==> src/rtl/approx_error_monitor.sv <==
// Exhaustive error sweep for an approximate 2-bit adder: drives all 16 operand
// pairs, samples the adder's 3-bit result and accumulates absolute-error statistics.
module approx_error_monitor #(
  parameter int SETTLE = 0
) (
  input  logic       clk,
  input  logic       rst,
  input  logic       start,
  input  logic [2:0] et,
  input  logic       app_out0,
  input  logic       app_out1,
  input  logic       app_out2,
  output logic       in0,
  output logic       in1,
  output logic       in2,
  output logic       in3,
  output logic       busy,
  output logic       done,
  output logic       pass,
  output logic [2:0] max_err,
  output logic [4:0] err_count,
  output logic [6:0] err_sum,
  output logic [3:0] worst_vec
);

  typedef enum logic [1:0] {IDLE, RUN, DRAIN, DONE} state_t;

  localparam logic [1:0] HOLD_LAST = 2'(SETTLE);

  state_t     state_reg, state_next;
  logic [3:0] vec_reg;
  logic [1:0] hold_reg;
  logic       stim_done_reg;

  logic       s1_valid_reg;
  logic [2:0] s1_approx_reg;
  logic [3:0] s1_idx_reg;

  logic [2:0] max_err_reg;
  logic [4:0] err_count_reg;
  logic [6:0] err_sum_reg;
  logic [3:0] worst_vec_reg;

  logic       accept;
  logic       sample_now;
  logic [2:0] exact;
  logic [2:0] err;

  assign accept     = start && ((state_reg == IDLE) || (state_reg == DONE));
  // The last hold edge of each vector both samples the adder and advances stimulus.
  assign sample_now = (state_reg == RUN) && !stim_done_reg && (hold_reg == HOLD_LAST);

  assign exact = {1'b0, s1_idx_reg[1:0]} + {1'b0, s1_idx_reg[3:2]};
  assign err   = (exact >= s1_approx_reg) ? (exact - s1_approx_reg)
                                          : (s1_approx_reg - exact);

  always_comb begin
    state_next = state_reg;
    case (state_reg)
      IDLE:    if (start) state_next = RUN;
      RUN:     if (stim_done_reg) state_next = DRAIN;
      DRAIN:   state_next = DONE;
      DONE:    if (start) state_next = RUN;
      default: state_next = IDLE;
    endcase
  end

  always_ff @(posedge clk) begin
    if (rst) begin
      state_reg     <= IDLE;
      vec_reg       <= 4'd0;
      hold_reg      <= 2'd0;
      stim_done_reg <= 1'b0;
      s1_valid_reg  <= 1'b0;
      s1_approx_reg <= 3'd0;
      s1_idx_reg    <= 4'd0;
      max_err_reg   <= 3'd0;
      err_count_reg <= 5'd0;
      err_sum_reg   <= 7'd0;
      worst_vec_reg <= 4'd0;
    end else begin
      state_reg <= state_next;
      if (accept) begin
        vec_reg       <= 4'd0;
        hold_reg      <= 2'd0;
        stim_done_reg <= 1'b0;
        s1_valid_reg  <= 1'b0;
        max_err_reg   <= 3'd0;
        err_count_reg <= 5'd0;
        err_sum_reg   <= 7'd0;
        worst_vec_reg <= 4'd0;
      end else begin
        // Stage 1: valid only on sample edges, so it self-clears outside RUN.
        s1_valid_reg <= sample_now;
        if (sample_now) begin
          s1_approx_reg <= {app_out2, app_out1, app_out0};
          s1_idx_reg    <= vec_reg;
          hold_reg      <= 2'd0;
          if (vec_reg == 4'd15) stim_done_reg <= 1'b1;
          else                  vec_reg       <= vec_reg + 4'd1;
        end else if ((state_reg == RUN) && !stim_done_reg) begin
          hold_reg <= hold_reg + 2'd1;
        end

        // Stage 2: strict > keeps the lowest index among equal worst errors.
        if (s1_valid_reg) begin
          err_sum_reg   <= err_sum_reg + {4'd0, err};
          err_count_reg <= err_count_reg + {4'd0, (err != 3'd0)};
          if (err > max_err_reg) begin
            max_err_reg   <= err;
            worst_vec_reg <= s1_idx_reg;
          end
        end
      end
    end
  end

  assign in0       = vec_reg[0];
  assign in1       = vec_reg[1];
  assign in2       = vec_reg[2];
  assign in3       = vec_reg[3];
  assign busy      = (state_reg == RUN) || (state_reg == DRAIN);
  assign done      = (state_reg == DONE);
  assign pass      = done && (max_err_reg <= et);
  assign max_err   = max_err_reg;
  assign err_count = err_count_reg;
  assign err_sum   = err_sum_reg;
  assign worst_vec = worst_vec_reg;

endmodule

==> config.mk <==
export PLATFORM = sky130hd
export DESIGN_NAME = approx_error_monitor
export DESIGN_NICKNAME = d
export VERILOG_FILES = /design/src/rtl/approx_error_monitor.sv
export SDC_FILE = /design/constraint.sdc
export NUM_CORES = 1
export LEC_CHECK = 0
export BUFFER_PORTS_ARGS = -buffer_cell sky130_fd_sc_hd__buf_2
export CAP_MARGIN = 5
export CORE_MARGIN = 1.5
export CORE_UTILIZATION = 58
export CTS_BUF_LIST = sky130_fd_sc_hd__clkbuf_4
export CTS_CLUSTER_DIAMETER = 50
export CTS_CLUSTER_SIZE = 25
export DETAILED_ROUTE_END_ITERATION = 10
export PLACE_DENSITY = 0.82
export RECOVER_POWER = 100
export SLEW_MARGIN = 0
export SYNTH_ARGS = -nofsm -noshare
export SYNTH_HDL_FRONTEND = slang
export SYNTH_SLANG_ARGS = --single-unit
==> constraint.sdc <==
create_clock -name clk -period 3.89 [get_ports clk]
set_clock_uncertainty 0.15 [all_clocks]
set_input_delay 0.389 -clock clk [delete_from_list [all_inputs] [get_ports clk]]
set_output_delay 0.389 -clock clk [all_outputs]
set_load 0.05 [all_outputs]
==> flow_metrics.py, run 1 <==
metrics = {
    "routing": {
        "drtIter0Drc": 82,
        "drc_errors": 0,
        "final_antenna_net_count": 0,
        "wl_um": 3849,
        "routedWlPerCell_um": 12.46,
        "vias_per_cell": 5.395,
        "drt_pass1_iterations": 4,
        "vias": 1667,
    },
    "clock_network": {
        "cts_root_buf": "clkbuf_4",
        "clk_latency_ns": 0.34,
        "cts_buffers": 5,
        "cts_max_level": 2,
        "cts_buffer_depth": 2,
        "cts_tree": "yes",
        "path_clk_slew_ns": 0.11,
        "cts_sinks": 36,
        "cts_resized": 0,
    },
    "synthesis": {
        "synthCells": 225,
        "syn_area_sq_mm": 0.002039,
        "synth-seq-cells": 36,
        "postSynthNetCount": 257,
        "synth.distinct_cells": 41,
        "syn_avg_cell_area_sq_um": 9.064,
        "ys_seq_area_share_pct": 35.34,
        "yosysWarnings": 0,
    },
    "timing": {
        "fin_crit_ns": 3.658,
        "rsz0062_at_grt": "no",
        "setup_ws_ns": 0.2320,
        "hold_viol_final": 0,
        "finalCritPeriodShare_pct": 94.04,
        "tightest_slew_ns": 0.5997,
        "maxSlewHeadroom_pct": 60.19,
        "fin_tns_setup_ns": 0,
        "max_freq_mhz": 273.4,
        "finalMaxSlewViolations": 0,
        "setup_viol": 0,
    },
    "power_and_ir_drop": {
        "powerDensity_mw_per_mm2": 461.5,
        "power.total_mw": 1.046,
        "irDropWorstVdd_uv": 277.0,
        "p_leak_nw": 1.002,
    },
    "grt": {
        "antenna_found_initial": 0,
        "first_global_vias": 1567,
        "gr-usage-met2_pct": 37.91,
        "globalRouteOverflowTotal": 0,
        "grt.met1_usage_pct": 25.66,
        "grt_usage_pct": 21.62,
        "use_met3_pct": 5.616,
        "grt-busiest-layer": "met2",
        "grt_pass1_wl_um": 6775,
        "grt_start_max_net_pins": 20,
    },
    "die": {
        "die_area_sq_mm": 0.003881,
        "die_h_um": 62.30,
        "rows": 21,
        "initial_core_util_pct": 60.64,
        "core_area_sq_mm": 0.003363,
        "pin_count": 35,
        "die_w_um": 62.30,
    },
    "finish": {
        "fin_nets": 294,
        "final_core_utilization_pct": 67.41,
        "fill_cells": 305,
        "area_growth_pct": 11.17,
        "final_area_sq_mm": 0.002267,
        "diodes": 0,
        "drive_gt1_share_pct": 7.605,
        "largest_reg_flops": 7,
    },
    "worst_setup_path": {
        "startpoint_type": "flop",
        "arrival_ns": 3.76,
        "crit_chain": "ha_1 > fa_1 > ha_1 > nand2_1 > o21ai_2 > mux2i_1 > xor2_1 > ha_1 > nor2b_1 > o311ai_1 > a31o_1 > or4_1 > o31ai_1",
        "path_max_fanout": 4,
        "critPathRequiredTime_ns": 3.99,
        "worst_path_max_delay_cell": "fa_1",
        "max_stage_delay_ns": 0.50,
        "critPathKind": "reg -> reg",
        "critPathMostFrequentCell": "ha_1",
        "endpoint_kind": "flop",
    },
    "placed_design": {
        "place_congestion": 0.9436,
        "dp_hpwl_um": 2967,
        "dp_slack_ns": 0.1638,
        "dpl_cell_area_sq_mm": 0.002252,
        "port_buffers": 34,
    },
    "hold_path": {
        "hold_class": "in -> reg",
    },
    "outcome": {
        "outcome": "finished clean",
    },
    "flow_run": {
        "cap_viol_max_count": 0,
    },
}
worst max-delay path: cells and delay by family, from the launching register on:
kind,cells,cell delay (ns)
compound gates,4,0.66
xor+xnor,1,0.13
fa+ha+maj,4,1.36
flops,1,0.35
mux,1,0.25
simple gates,3,0.67
through the flow:
stage               instances  hold WS (ns)
floorplan                 225        0.2819
global placement          300        0.2908
detailed placement        300        0.3005
CTS                       308        0.1272
global route              309        0.1332
finish                    309        0.1386
layout by cell type, fill, tap and decap left out, types with 2 or more instances in the layout:
cell type	Yosys	final
nor2_1	24	24
o31ai_1	2	2
or3_1	2	2
xnor2_1	3	3
nand2b_1	5	5
a21oi_1	9	9
mux2i_1	20	20
fa_1	3	3
clkbuf_4	0	5
ha_1	20	20
buf_2	0	8
o2111ai_1	4	4
nand2_1	22	23
and3_1	2	2
o211a_1	2	2
a31oi_1	3	3
o211ai_1	3	4
and2_1	2	2
nor2b_1	6	6
dfxtp_1	36	36
o21ai_0	2	2
inv_1	20	20
nand4_1	3	3
clkbuf_1	4	27
xor2_1	6	6
nand3_1	4	4
Yosys cell counts:
library cell  instances  area share [%]
buf_1                 2            0.37
o21ai_2               1            0.43
nor3_1                1            0.25
o211ai_2              1            0.61
o2111ai_1             4             1.7
and3_1                2            0.61
nand3_1               4            0.98
fa_1                  3             2.9
nor2b_1               6             1.8
nand3b_1              1            0.37
nand4_1               3            0.92
and2_1                2            0.61
maj3_2                1            0.55
xor2_1                6             2.6
xnor2_1               3             1.3
and2b_1               1            0.37
a32o_1                1            0.49
o211a_1               2            0.98
dfxtp_1              36              35
o311ai_1              1            0.43
o21a_1                1            0.37
a31oi_1               3            0.92
nand2_2               1            0.31
clkbuf_1              4            0.74
or3_1                 2            0.61
inv_1                20             3.7
o31ai_1               2            0.74
a21boi_2              1            0.55
a21o_1                1            0.37
o211ai_1              3             1.1
nor2_4                1            0.55
o21ai_0               2            0.49
nand2_1              22             4.0
or4_1                 1            0.37
nand2b_1              5             1.5
mux2i_1              20             9.8
a21oi_1               9             2.2
a31o_1                1            0.43
a21oi_4               1            0.80
nor2_1               24             4.4
ha_1                 20              12
power by group:
group	internal, mW	switching [mW]	leakage (nW)
registers	0.392	0.0290	0.291
logic	0.146	0.283	0.678
clock network	0.0697	0.127	0.0330
area by class of cell:
cell class                      count  area, sq um  area share (%)
Clock buffer                        5        37.54           1.656
Clock inverter                      3        17.52          0.7726
Inverter                           20        75.07           3.311
Sequential cell                    36        720.7           31.79
Timing Repair Buffer               36        148.9           6.567
Multi-Input combinational cell    163         1210           53.37
Tap cell                           46        57.56           2.539
what timing repair did:
| item | in CTS | in global routing |
|---|---|---|
| buffers inserted | 0 | 1 |
| endpoints found under the setup margin | 0 | 1 |
| hold buffers | 0 | 0 |
final timing paths:
path,from,cells past startpoint,end,slack [ns]
setup reg to reg,s1_idx_reg[0]$_SDFFE_PP0P_,13,max_err[0]$_SDFFE_PP0P_,0.23
hold / removal,app_out0,3,s1_approx_reg[0]$_SDFFE_PP0P_,0.14
setup / recovery,s1_idx_reg[0]$_SDFFE_PP0P_,13,max_err[0]$_SDFFE_PP0P_,0.23
hold reg to reg,worst_vec[3]$_SDFFE_PP0P_,2,worst_vec[3]$_SDFFE_PP0P_,0.32
metal layers:
metal	wire length (um)	vias up
li1	-	847
met1	1740	782
met2	1932	36
met3	153	2
met4	23	0
met5	0	-
kinds of logic (layout without fill, tap and decap cells):
| kind of cell | Yosys count | in the layout | synth area share, % |
|---|---|---|---|
| and+or+nand+nor | 76 | 76 | 17.79 |
| DFF | 36 | 36 | 35.34 |
| AOI/OAI and AO/OA | 34 | 34 | 12.64 |
| buffers and inverters | 26 | 64 | 4.785 |
| adders and majority gates | 24 | 24 | 15.77 |
| muxes | 20 | 20 | 9.816 |
| xor gates and xnor gates | 9 | 9 | 3.865 |
No activity file was read; power rests on OpenSTA's default activity.
==> run 2, diff against run 1 <==
- CORE_ASPECT_RATIO: not set -> 2
==> run 2 against run 1 <==
  * Combinational power is 2% higher
  * Routed wire length rose by 8.6%
  * Global-route usage increased by 3.0 points
  * Die area grew 0.55%
  * Largest cell class unchanged
==> flow_metrics.py, run 2 (synthesized netlist as in run 1, its figures left out) <==
metrics = {
    "flow_run": {
        "cap_viol_max_count": 0,
    },
    "grt": {
        "grt_start_max_net_pins": 20,
        "first_global_vias": 1674,
        "antenna_found_initial": 0,
        "grt_usage_pct": 24.61,
        "globalRouteOverflowTotal": 0,
        "grt_pass1_wl_um": 7107,
    },
    "placed_design": {
        "port_buffers": 34,
        "numPlacedInstances": 286,
        "dp_hpwl_um": 3303,
        "place_congestion": 0.9358,
        "dp_slack_ns": 0.2005,
    },
    "worst_setup_path": {
        "max_stage_delay_ns": 0.50,
        "startpoint_type": "flop",
        "critPathRequiredTime_ns": 4.00,
        "endpoint_kind": "flop",
        "crit_chain": "ha_1 > fa_1 > ha_1 > nand2_2 > o21ai_2 > mux2i_1 > xor2_2 > ha_1 > nor2b_1 > o311ai_1 > a31o_1 > or4_1 > o31ai_1",
        "path_max_fanout": 4,
        "cpLargestDelayFamily": "adder cells",
        "crit_buf_inv": 0,
        "arrival_ns": 3.78,
        "critPathMostFrequentCell": "ha_1",
        "critPathKind": "reg -> reg",
        "worst_path_max_delay_cell": "fa_1",
    },
    "hold_path": {
        "hold_class": "in -> reg",
    },
    "clock_network": {
        "cts_sinks": 36,
        "cts_root_buf": "clkbuf_4",
        "cts_resized": 0,
        "cts-hold-fix-buffers": 0,
        "cts_tree": "yes",
        "cts_buffer_depth": 2,
        "path_clk_slew_ns": 0.11,
        "cts_setup_buffers": 0,
        "clk_latency_ns": 0.35,
        "cts_max_level": 2,
        "cts_buffers": 5,
    },
    "timing": {
        "tightest_slew_ns": 0.6676,
        "fin_crit_ns": 3.671,
        "setup_ws_ns": 0.2190,
        "finalCritPeriodShare_pct": 94.37,
        "maxSlewHeadroom_pct": 55.10,
        "setup_viol": 0,
        "finalMaxSlewViolations": 0,
        "hold_viol_final": 0,
        "max_freq_mhz": 272.4,
    },
    "routing": {
        "wl_um": 4181,
        "drtIter0Drc": 30,
        "vias": 1711,
        "drt_pass1_iterations": 4,
        "vias_per_cell": 5.820,
        "routedWlPerCell_um": 14.22,
        "final_antenna_net_count": 0,
        "drc_errors": 0,
    },
    "die": {
        "initial_core_util_pct": 60.37,
        "die_w_um": 44.93,
        "die_h_um": 86.86,
        "core_area_sq_mm": 0.003378,
        "rows": 30,
        "die_area_sq_mm": 0.003903,
        "pin_count": 35,
    },
    "power_and_ir_drop": {
        "power.total_mw": 1.123,
        "irDropWorstVdd_uv": 356.3,
        "powerDensity_mw_per_mm2": 491.9,
        "p_leak_nw": 1.012,
    },
    "finish": {
        "drive_gt1_share_pct": 8.779,
        "diodes": 0,
        "final_common_cell": "dfxtp_1",
        "layout_common_cells": "dfxtp_1, clkbuf_1, nor2_1, nand2_1",
        "area_growth_pct": 11.90,
        "final_cell_count_no_fill": 294,
        "largest_reg_flops": 7,
        "fin_nets": 293,
    },
    "outcome": {
        "outcome": "finished clean",
    },
}
[run 2: worst paths after layout]
kind	start	end	slack (ns)	cells after the start
max	s1_idx_reg[0]$_SDFFE_PP0P_	max_err[0]$_SDFFE_PP0P_	0.22	13
min	app_out1	s1_approx_reg[1]$_SDFFE_PP0P_	0.12	3
max reg2reg	s1_idx_reg[0]$_SDFFE_PP0P_	max_err[0]$_SDFFE_PP0P_	0.22	13
min reg2reg	worst_vec[1]$_SDFFE_PP0P_	worst_vec[1]$_SDFFE_PP0P_	0.32	2
[run 2: layer usage]
layer  routed length (um)  GRT usage (%)  vias to the layer above
met5                    0              0                        -
met2                 2347          47.01                       44
met4                  191          14.71                        0
li1                     -              -                      848
met3                  140          4.772                       16
met1                 1503          21.49                      803
[run 2: worst reg2reg max path, delay by kind of cell, from the launching register on]
family	cells	cell delay (ns)
AOI/OAI and AO/OA	4	0.63
DFF	1	0.35
xor gates and xnor gates	1	0.14
adders and majority gates	4	1.39
and+or+nand+nor	3	0.64
muxes	1	0.30
[run 2: metrics by stage]
step / instance area (sq um) / TNS [ns] / utilization (%) / hold WS (ns)
2_1_floorplan: 2039 / 0 / - / 0.2819
3_3_place_gp: 2235 / 0 / 66.15 / 0.2902
3_5_place_dp: 2235 / 0 / 66.15 / 0.3029
4_1_cts: 2315 / 0 / 68.52 / 0.1188
5_1_grt: 2282 / -0.01807 / 67.56 / 0.1350
6_report: 2282 / 0 / 67.56 / 0.1206
[run 2: final cells by class]
type | instances | area (sq um)
Clock buffer | 6 | 45.04
Clock inverter | 2 | 35.03
Fill cell | 316 | 1096
Inverter | 20 | 75.07
Multi-Input combinational cell | 163 | 1221
Sequential cell | 36 | 720.7
Tap cell | 32 | 40.04
Timing Repair Buffer | 35 | 145.1
[run 2: where the power goes]
part           switching [mW]  internal, mW  leakage (nW)
registers              0.0292         0.392         0.291
logic                   0.289         0.148         0.675
clock network           0.123         0.142        0.0456
total                   0.441         0.681          1.01
==> run 3, diff against run 2 <==
- ABC_AREA: not set -> 1
==> run 3 against run 2 <==
  * The run now ends with DRC left
  * Sequential power grew 21%
  * Utilization down 1.3 points
  * Worst setup slack better by 0.46 ns
  * Synthesized cell count grew 23%
  * Non-clock buffer count did not move
  * Power rose by 85%
==> flow_metrics.py, run 3 <==
metrics = {
    "worst_setup_path": {
        "startpoint_type": "flop",
        "regToRegSetupSlack_ns": 0.68,
        "critPathMostFrequentCell": "nand2_1",
        "critPathRequiredTime_ns": 3.98,
        "arrival_ns": 3.30,
        "reg2reg_from": "s1_idx_reg[2]$_SDFFE_PP0P_",
        "crit_chain": "ha_1 > fa_1 > inv_1 > fa_1 > xor2_1 > nand2_1 > nand2_1 > inv_1 > ha_1 > nand2_1 > nand3b_1 > nand2_1 > inv_1 > nand3_1 > nand2_1 > nor2_1",
        "endpoint_kind": "flop",
        "path_max_fanout": 14,
        "max_stage_delay_ns": 0.55,
        "critPathKind": "reg -> reg",
        "worst_path_max_delay_cell": "fa_1",
        "r2r_cells": 16,
        "r2r-end": "worst_vec[1]$_SDFFE_PP0P_",
    },
    "routing": {
        "wl_um": 3865,
        "drtIter0Drc": 21,
        "vias_per_cell": 5.127,
        "drt_pass1_iterations": 7,
        "vias": 1774,
        "final_antenna_net_count": 0,
        "drc_errors": 2,
        "routedWlPerCell_um": 11.17,
    },
    "outcome": {
        "violations": "DRC",
        "outcome": "finished with violations",
    },
    "power_and_ir_drop": {
        "power_switching_mw": 1.106,
        "p_leak_nw": 1.024,
        "power.total_mw": 2.078,
        "p_int_mw": 0.9722,
        "comb_power_share_pct": 65.8,
        "irDropWorstVdd_uv": 585.1,
        "swShare_pct": 53.22,
        "powerDensity_mw_per_mm2": 939.5,
        "p_clk_share_pct": 9.7,
        "seq_power_share_pct": 24.5,
    },
    "grt": {
        "use_met3_pct": 3.158,
        "grt_pass1_wl_um": 6472,
        "grt.met1_usage_pct": 22.43,
        "grt_start_max_net_pins": 15,
        "first_global_vias": 1634,
        "grt_usage_pct": 22.27,
        "grt-busiest-layer": "met2",
        "antenna_found_initial": 0,
        "gr-usage-met2_pct": 42.42,
        "globalRouteOverflowTotal": 0,
    },
    "synthesis": {
        "synth_top_area_share_pct": 35.93,
        "synth.area.top_cells": "dfxtp_1, ha_1, nand2_1",
        "synth_top_family_by_area": "simple AND/OR/NAND/NOR gates",
        "post-synth-top-area-cell": "dfxtp_1",
        "synthCells": 276,
        "synth_compound_area_share_pct": 13.16,
        "synth_most_common_cell": "nand2_1",
        "syn_area_sq_mm": 0.002006,
        "synth_fa_ha_area_share_pct": 15.47,
        "synth-seq-cells": 36,
        "synth.distinct_cells": 24,
        "syn_avg_cell_area_sq_um": 7.267,
        "ys_seq_area_share_pct": 35.93,
        "ys.flop_type": "dfxtp_1",
        "yosysWarnings": 0,
        "postSynthNetCount": 308,
        "synth_edf_count": 0,
        "synth-xor-area-share_pct": 1.747,
        "async_flop_share_pct": 0,
        "yosys-top-cells-count": "nand2_1, inv_1, dfxtp_1",
        "muxShareOfSynthArea_pct": 0,
        "synth-simple-area-share_pct": 22.58,
    },
    "placed_design": {
        "place_congestion": 0.8113,
        "dp_hpwl_um": 3081,
        "port_buffers": 34,
        "dp_slack_ns": 0.7926,
    },
    "die": {
        "die_h_um": 86.16,
        "pin_count": 35,
        "die_w_um": 44.58,
        "core_area_sq_mm": 0.003341,
        "initial_core_util_pct": 60.04,
        "rows": 30,
        "die_area_sq_mm": 0.003841,
    },
    "clock_network": {
        "cts_sinks": 36,
        "cts_tree": "yes",
        "cts_max_level": 2,
        "cts_setup_buffers": 0,
        "cts_resized": 0,
        "path_clk_slew_ns": 0.10,
        "cts-hold-fix-buffers": 0,
        "clk_latency_ns": 0.34,
        "cts_buffers": 5,
        "cts_buffer_depth": 2,
        "cts_root_buf": "clkbuf_4",
    },
    "hold_path": {
        "worstHoldEndpoint": "state_reg[0]$_SDFFE_PP0P_",
        "min-delay-start": "rst",
        "hold_class": "in -> reg",
        "worstHoldPathCells": 2,
    },
    "timing": {
        "rsz0062_at_grt": "no",
        "finalCritPeriodShare_pct": 82.44,
        "fin_crit_ns": 3.207,
        "fin_tns_setup_ns": 0,
        "finalMaxSlewViolations": 0,
        "setup_ws_ns": 0.6831,
        "setup_viol": 0,
        "timing.hold.ws_ns": 0.09554,
        "max_freq_mhz": 311.8,
        "maxSlewHeadroom_pct": 60.18,
        "tightest_slew_ns": 0.5999,
        "hold_viol_final": 0,
    },
    "finish": {
        "drive_gt1_share_pct": 7.006,
        "area_growth_pct": 10.29,
        "fin_nets": 345,
        "final_core_utilization_pct": 66.22,
        "diodes": 0,
        "layout_common_cells": "nand2_1, inv_1, dfxtp_1, a21oi_1, clkbuf_1",
        "final_common_cell": "nand2_1",
        "largest_reg_flops": 7,
    },
    "flow_run": {
        "cap_viol_max_count": 0,
    },
}
[run 3: layout make-up]
cell class,instances,area [sq um]
Inverter,51,191.4
Multi-Input combinational cell,184,1062
Clock buffer,7,52.55
Tap cell,32,40.04
Clock inverter,1,3.754
Timing Repair Buffer,35,141.4
Fill cell,323,1129
Sequential cell,36,720.7
[run 3: power by group through the flow]
stage / clock network, mW / logic [mW] / registers [mW]
after global routing: 0.217 / 1.57 / 0.520
after global placement: 0 / 1.36 / 0.513
final: 0.201 / 1.37 / 0.510
after CTS: 0.207 / 1.40 / 0.510
after floorplan: 0 / 1.09 / 0.605
after detailed placement: 0 / 1.39 / 0.518
[run 3: worst max-delay path by stage]
stage / to / start / slack, ns
final: worst_vec[1]$_SDFFE_PP0P_ / s1_idx_reg[2]$_SDFFE_PP0P_ / 0.68
after global routing: worst_vec[1]$_SDFFE_PP0P_ / s1_idx_reg[2]$_SDFFE_PP0P_ / 0.42
after CTS: worst_vec[1]$_SDFFE_PP0P_ / s1_idx_reg[2]$_SDFFE_PP0P_ / 0.80
after floorplan: max_err[1]$_SDFFE_PP0P_ / s1_idx_reg[0]$_SDFFE_PP0P_ / 0.90
after global placement: worst_vec[1]$_SDFFE_PP0P_ / s1_idx_reg[0]$_SDFFE_PP0P_ / 0.87
after detailed placement: worst_vec[1]$_SDFFE_PP0P_ / s1_idx_reg[2]$_SDFFE_PP0P_ / 0.79
[run 3: worst max-delay path: cells and delay by family (launching register included)]
kind	cells	cell delay, ns
buffers and inverters	3	0.44
flip-flops	1	0.34
XOR/XNOR	1	0.13
AND/OR/NAND/NOR	8	0.61
adder cells (fa/ha/maj)	4	1.44
[run 3: cells by family (layout without fill, tap and decap cells)]
family | Yosys count | after routing
and+or+nand+nor | 106 | 106
buffers and inverters | 56 | 94
AOI/OAI and AO/OA | 51 | 51
DFF | 36 | 36
adders and majority gates | 23 | 23
xor gates and xnor gates | 4 | 4
[run 3: per-stage QoR]
stage	std cells	area (sq um)
after CTS	346	2248
after global routing	346	2212
after floorplan	276	2006
final	346	2212
after global placement	338	2192
after detailed placement	338	2192
[run 3: metal layers]
metal / part of all wire, % / vias to the layer above
met4: 1.9 / 0
met1: 40 / 799
li1: - / 949
met3: 2.0 / 5
met2: 56 / 21
met5: 0 / -
